### src/rtl/color_centroid.sv
// color_centroid: per-frame colour match accumulator with bounding box and
// serial restoring-divider centroid of matched pixel coordinates.
module color_centroid #(
  parameter int         X_WIDTH          = 10,
  parameter int         Y_WIDTH          = 10,
  parameter int         SUM_WIDTH        = 30,
  parameter int         CNT_WIDTH        = 21,
  parameter logic [4:0] MIN_MAIN_COLOR   = 5'd7,
  parameter logic [4:0] COLOR_DIFFERENCE = 5'd4,
  parameter int         MIN_COUNT        = 16
) (
  input  logic                 clk,
  input  logic                 reset,
  input  logic [17:0]          pixel,
  input  logic                 pixel_valid,
  input  logic [X_WIDTH-1:0]   x,
  input  logic [Y_WIDTH-1:0]   y,
  input  logic [1:0]           color_select,
  output logic [X_WIDTH-1:0]   x_center,
  output logic [Y_WIDTH-1:0]   y_center,
  output logic [CNT_WIDTH-1:0] match_count,
  output logic [X_WIDTH-1:0]   x_min,
  output logic [X_WIDTH-1:0]   x_max,
  output logic [Y_WIDTH-1:0]   y_min,
  output logic [Y_WIDTH-1:0]   y_max,
  output logic                 found,
  output logic                 result_valid,
  output logic                 busy,
  output logic                 overrun
);
  localparam int IW = $clog2(SUM_WIDTH);

  typedef enum logic [1:0] {IDLE, DIVIDE, DONE} state_t;
  state_t state, nextState;

  logic [4:0] red, green, blue, mainC, other1, other2;
  logic match, boundary, snapTake, primed, enough, snapFound, lastIter;
  logic [SUM_WIDTH-1:0] xSum, ySum, qx, qy, rx, ry, divisor;
  logic [SUM_WIDTH:0] trialX, trialY, diffX, diffY;
  logic [CNT_WIDTH-1:0] cnt, snapCnt;
  logic [X_WIDTH-1:0] xMinA, xMaxA, snapXMin, snapXMax;
  logic [Y_WIDTH-1:0] yMinA, yMaxA, snapYMin, snapYMax;
  logic [IW-1:0] iter;

  always_comb begin
    red      = 5'(pixel[17:12] >> 1);
    green    = 5'(pixel[11:6] >> 1);
    blue     = 5'(pixel[5:0] >> 1);
    mainC    = color_select == 2'd0 ? red : color_select == 2'd1 ? green : blue;
    other1   = color_select == 2'd0 ? green : color_select == 2'd1 ? blue : red;
    other2   = color_select == 2'd0 ? blue : color_select == 2'd1 ? red : green;
    match    = pixel_valid && color_select != 2'd3 && mainC > MIN_MAIN_COLOR &&
               {1'b0, mainC} > {1'b0, other1} + {1'b0, COLOR_DIFFERENCE} &&
               {1'b0, mainC} > {1'b0, other2} + {1'b0, COLOR_DIFFERENCE};
    boundary = pixel_valid && x == '0 && y == '0;
    busy     = state == DIVIDE;
    snapTake = boundary && primed && state == IDLE;
    enough   = cnt >= CNT_WIDTH'(MIN_COUNT);
    snapFound = snapCnt >= CNT_WIDTH'(MIN_COUNT);
    lastIter = iter == IW'(SUM_WIDTH - 1);
    divisor  = SUM_WIDTH'(snapCnt);
    trialX   = {rx, qx[SUM_WIDTH-1]};
    trialY   = {ry, qy[SUM_WIDTH-1]};
    diffX    = trialX - {1'b0, divisor};
    diffY    = trialY - {1'b0, divisor};
    nextState = state == IDLE ? (snapTake ? (enough ? DIVIDE : DONE) : IDLE) :
                state == DIVIDE ? (lastIter ? DONE : DIVIDE) : IDLE;
  end

  // The boundary pixel sits at (0,0), so a matching one reseeds sums at zero.
  always_ff @(posedge clk or negedge reset) begin
    if (!reset) begin
      xSum  <= '0;
      ySum  <= '0;
      cnt   <= '0;
      xMinA <= '1;
      xMaxA <= '0;
      yMinA <= '1;
      yMaxA <= '0;
    end else if (boundary) begin
      xSum  <= '0;
      ySum  <= '0;
      cnt   <= match ? CNT_WIDTH'(1) : '0;
      xMinA <= match ? '0 : '1;
      xMaxA <= '0;
      yMinA <= match ? '0 : '1;
      yMaxA <= '0;
    end else if (match) begin
      xSum  <= xSum + SUM_WIDTH'(x);
      ySum  <= ySum + SUM_WIDTH'(y);
      cnt   <= &cnt ? cnt : cnt + CNT_WIDTH'(1);
      xMinA <= x < xMinA ? x : xMinA;
      xMaxA <= x > xMaxA ? x : xMaxA;
      yMinA <= y < yMinA ? y : yMinA;
      yMaxA <= y > yMaxA ? y : yMaxA;
    end
  end

  // Dividends load straight into the quotient registers and shift out MSB first.
  always_ff @(posedge clk or negedge reset) begin
    if (!reset) begin
      state    <= IDLE;
      primed   <= 1'b0;
      qx       <= '0;
      qy       <= '0;
      rx       <= '0;
      ry       <= '0;
      iter     <= '0;
      snapCnt  <= '0;
      snapXMin <= '1;
      snapXMax <= '0;
      snapYMin <= '1;
      snapYMax <= '0;
    end else begin
      state  <= nextState;
      primed <= primed || boundary;
      if (snapTake) begin
        qx       <= xSum;
        qy       <= ySum;
        rx       <= '0;
        ry       <= '0;
        iter     <= '0;
        snapCnt  <= cnt;
        snapXMin <= xMinA;
        snapXMax <= xMaxA;
        snapYMin <= yMinA;
        snapYMax <= yMaxA;
      end else if (state == DIVIDE) begin
        qx   <= {qx[SUM_WIDTH-2:0], ~diffX[SUM_WIDTH]};
        qy   <= {qy[SUM_WIDTH-2:0], ~diffY[SUM_WIDTH]};
        rx   <= diffX[SUM_WIDTH] ? trialX[SUM_WIDTH-1:0] : diffX[SUM_WIDTH-1:0];
        ry   <= diffY[SUM_WIDTH] ? trialY[SUM_WIDTH-1:0] : diffY[SUM_WIDTH-1:0];
        iter <= iter + IW'(1);
      end
    end
  end

  always_ff @(posedge clk or negedge reset) begin
    if (!reset) begin
      x_center     <= '0;
      y_center     <= '0;
      match_count  <= '0;
      x_min        <= '1;
      x_max        <= '0;
      y_min        <= '1;
      y_max        <= '0;
      found        <= 1'b0;
      result_valid <= 1'b0;
      overrun      <= 1'b0;
    end else begin
      result_valid <= state == DONE;
      overrun      <= boundary && busy;
      if (state == DONE) begin
        match_count <= snapCnt;
        x_min       <= snapXMin;
        x_max       <= snapXMax;
        y_min       <= snapYMin;
        y_max       <= snapYMax;
        found       <= snapFound;
        x_center    <= snapFound ? qx[X_WIDTH-1:0] : x_center;
        y_center    <= snapFound ? qy[Y_WIDTH-1:0] : y_center;
      end
    end
  end
endmodule

### config.mk
export PLATFORM = sky130hd
export DESIGN_NAME = color_centroid
export DESIGN_NICKNAME = d
export VERILOG_FILES = /design/src/rtl/color_centroid.sv
export SDC_FILE = /design/constraint.sdc
export NUM_CORES = 1
export LEC_CHECK = 0
export CAP_MARGIN = 20
export CORE_MARGIN = 2
export CORE_UTILIZATION = 55
export DETAILED_ROUTE_END_ITERATION = 7
export MAX_ROUTING_LAYER = met4
export PLACE_DENSITY = 0.78
export SYNTH_ARGS = -nofsm -noshare
export SYNTH_HDL_FRONTEND = slang
export SYNTH_SLANG_ARGS = --single-unit
### constraint.sdc
create_clock -name clk -period 3.1 [get_ports clk]
set_clock_uncertainty 0.15 [all_clocks]
set_input_delay 0.62 -clock clk [delete_from_list [all_inputs] [get_ports clk]]
set_output_delay 0.62 -clock clk [all_outputs]
set_load 0.1 [all_outputs]
==> results.py <==
metrics = {
    "cts": {
        "clkTransAtPathRegs_ns": 0.06,
        "cts_tree": "yes",
        "numCtsBuffers": 43,
        "cts-root-buf": "clkbuf_16",
        "cts_sinks": 394,
        "h-tree-depth": 2,
        "clk-insertion-delay-late_ns": 0.59,
        "cts_buffer_depth": 3,
    },
    "floorplanning": {
        "die_w_microns": 200.7,
        "initial_utilization_pct": 55.45,
        "coreArea_sq_um": 38380,
        "io_pins": 128,
        "dieArea_sq_um": 40280,
        "rows": 72,
        "die_h_microns": 200.7,
    },
    "grt": {
        "antenna_found_initial": 0,
        "grt_max_degree": 93,
        "grt_first_pass_wirelength_mm": 98.95,
        "first_global_vias": 19510,
        "overflow": 0,
        "gr-usage-all-layers_pct": 31.04,
    },
    "finish": {
        "diodes": 0,
        "drive_gt1_share_pct": 33.32,
        "final_area_sq_um": 28480,
        "finalNetCount": 2779,
        "area_delta_synth_final_pct": 33.82,
        "instances_no_fill": 3165,
    },
    "synth": {
        "synthDistinctLibCells": 80,
        "syn-instance-count": 2203,
        "yosysTopAreaCell": "dfrtp_1",
        "synth_area_leaders": "dfrtp_1 (39%), dfstp_2 (7.4%), ha_1 (6.8%)",
        "yosysSeqAreaShare_pct": 46.68,
        "yosysMostFrequentCell": "dfrtp_1",
        "ys_ff_latch": 394,
        "synth_top_area_share_pct": 39.27,
        "synth_area_sq_um": 21280,
        "synth.avg_cell_area_sq_um": 9.660,
        "synth_commonest_cells": "dfrtp_1 (334), nand2_1 (324), o21ai_0 (176), nor2_1 (141), nand3_1 (117)",
        "synthFlopType": "dfrtp_1",
        "synth_async_sr_flop_share_pct": 100.0,
        "syn_nets": 2366,
        "yosysWarnings": 0,
        "synth-edff-count": 0,
    },
    "setup_path": {
        "cp.arrival_ns": 3.73,
        "cp.required_ns": 3.43,
        "crit_start": "color_select[0]",
        "r2r_slack_ns": -0.19,
        "crit_type": "in2reg",
        "rr_startpoint": "qx[29]",
        "r2r_end": "rx[20]",
        "rr_worst_depth": 12,
        "crit_end": "xSum[23]",
        "cp_max_fo": 6,
        "start_kind": "input port",
        "end_kind": "flop",
    },
    "sta": {
        "report.final.hold_viol_count": 0,
        "timing.fmax_mhz": 294.6,
        "finalCritPeriodShare_pct": 109.5,
        "setup_viol": 166,
        "finalSetupTns_ns": -21.43,
        "rsz0062_at_grt": "true",
        "finalWorstSetupSlack_ns": -0.2944,
        "maxSlewViolCount": 0,
        "worst_slew_pin_slew_ns": 1.002,
        "whs_ns": 0.3092,
        "fin_crit_ns": 3.394,
        "maxSlewHeadroom_pct": 33.20,
    },
    "place": {
        "placed_area_sq_um": 25110,
        "dp_hpwl_mm": 40.13,
        "gp_congestion": 0.8941,
        "port_buffers": 124,
        "dp.cells": 3022,
    },
    "routing": {
        "num_vias": 19040,
        "wl_mm": 63.05,
        "met3_length_mm": 3.503,
        "first_iter_violations": 1441,
        "wl_met1_mm": 25.53,
        "first_pass_iters": 8,
        "routed.top_layer": "met4",
        "drtAntennaViolNets": 0,
        "met2_length_mm": 31.22,
        "wl_per_cell_microns": 19.92,
        "post-route-drc-count": 1,
        "via_per_inst": 6.015,
    },
    "flow_run": {
        "max_cap_violations": 0,
    },
    "pwr": {
        "total_power_mw": 14.05,
        "ir_worst_vdd_mv": 0.4102,
        "p_per_area_nw_per_um2": 493.3,
        "p_leak_nw": 13.56,
    },
    "run_status": {
        "outcome": "finished with violations",
        "violations": "design-rule violations, negative setup slack",
    },
    "worst_hold_path": {
        "hold_path_class": "reg2reg",
    },
}
## layout by cell type, fill, tap and decap left out, types with 9 or more instances in the layout
| cell type | instances |
|---|---|
| buf_4 | 351 |
| dfrtp_1 | 334 |
| nand2_1 | 304 |
| nor2_1 | 128 |
| o21ai_0 | 111 |
| ha_1 | 110 |
| mux2_2 | 89 |
| inv_1 | 87 |
| nand3_1 | 78 |
| a21oi_1 | 66 |
| a22oi_1 | 60 |
| dfstp_2 | 60 |
| o21ai_1 | 55 |
| xnor2_1 | 51 |
| mux2i_1 | 49 |
| xor2_1 | 49 |
| clkbuf_16 | 47 |
| buf_6 | 43 |
| nand3_2 | 38 |
| buf_12 | 26 |
| nand4_1 | 25 |
| clkdlybuf4s50_1 | 24 |
| nor3_1 | 21 |
| a21oi_2 | 20 |
| a21o_1 | 18 |
| nand2_2 | 17 |
| o211ai_1 | 16 |
| nor4_1 | 15 |
| or3_1 | 15 |
| o21a_1 | 15 |
| and3_1 | 13 |
| nor2_4 | 12 |
| o21ai_2 | 11 |
| nand2b_1 | 11 |
| nor2b_1 | 11 |
| inv_2 | 10 |
| clkbuf_1 | 10 |
| a31oi_1 | 9 |
| or3_4 | 9 |
## cell type report
| class | instances | area (sq um) |
|---|---|---|
| tap | 518 | 648.1 |
| timing repair buffer | 471 | 4240 |
| multi-input combinational | 1609 | 11830 |
| clock buffer | 62 | 1249 |
| inverter | 97 | 364.1 |
| fill | 2490 | 9898 |
| clock inverter | 14 | 217.7 |
| sequential | 394 | 9935 |
## cells by family (layout without fill, tap and decap cells)
kind of cell | after synthesis | in the layout | share of synthesized area, %
xor gates and xnor gates | 107 | 107 | 4.439
adders and majority gates | 120 | 120 | 7.196
muxes | 145 | 145 | 7.343
and+or+nand+nor | 773 | 778 | 16.94
DFF | 394 | 394 | 46.68
buffers and inverters | 206 | 644 | 3.886
AOI/OAI and AO/OA | 458 | 459 | 13.51
## stage by stage
step                util [%]  setup slack (ns)
CTS                    72.08           -0.2712
global route           74.21           -0.4495
finish                 74.21           -0.2944
global placement       65.43            -1.311
detailed placement     65.43            -1.461
floorplan                  -           -0.7350
## per-layer routing
metal | up-vias | GRT usage [%]
met4 | 0 | 13.89
met1 | 9464 | 37.88
li1 | 8602 | -
met2 | 737 | 51.53
met5 | - | -
met3 | 236 | 4.432
## how the worst min path moves through the flow
stage / startpoint / to / cells after the start
final: snapXMin[0] / snapXMin[0] / 2
after global placement: snapYMin[0] / snapYMin[0] / 2
after detailed placement: snapXMax[0] / snapXMax[0] / 2
after floorplan: reset / cnt[0] / 0
after global routing: snapXMax[0] / snapXMax[0] / 2
after CTS: snapXMin[0] / snapXMin[0] / 2
## power by group
| group | internal, mW | leakage, nW | switching, mW |
|---|---|---|---|
| Clock | 3.15 | 0.707 | 2.21 |
| Combinational | 1.27 | 8.10 | 1.50 |
| Sequential | 5.55 | 4.76 | 0.365 |
## state kept, by name, summed over array words and instances (netlist names), 21 cells and up
signal	flops
qx	30
qy	30
rx	30
ry	30
xSum	30
ySum	30
cnt	21
match_count	21
snapCnt	21
## repair_timing
action                     CTS  global route
setup endpoints to repair  176           178
gates cloned                12             6
hold endpoints to repair    43             0
setup buffers               38            23
hold buffers                 1             0
gates resized for setup    202           194
pin swaps                   78            89
## critical path, stage by stage
cell,delay [ns]
buf_8,0.09
mux2i_1,0.22
o21ai_2,0.11
ha_4,0.16
xor2_1,0.15
ha_1,0.32
and4_1,0.17
a221oi_2,0.22
o221a_2,0.24
o21ai_4,0.06
a2111oi_4,0.21
buf_6,0.17
buf_6,0.13
o31a_1,0.23
buf_12,0.15
buf_12,0.12
nand4_1,0.12
xor2_1,0.16
nor2_1,0.05
(Power assumes the default switching activity.)
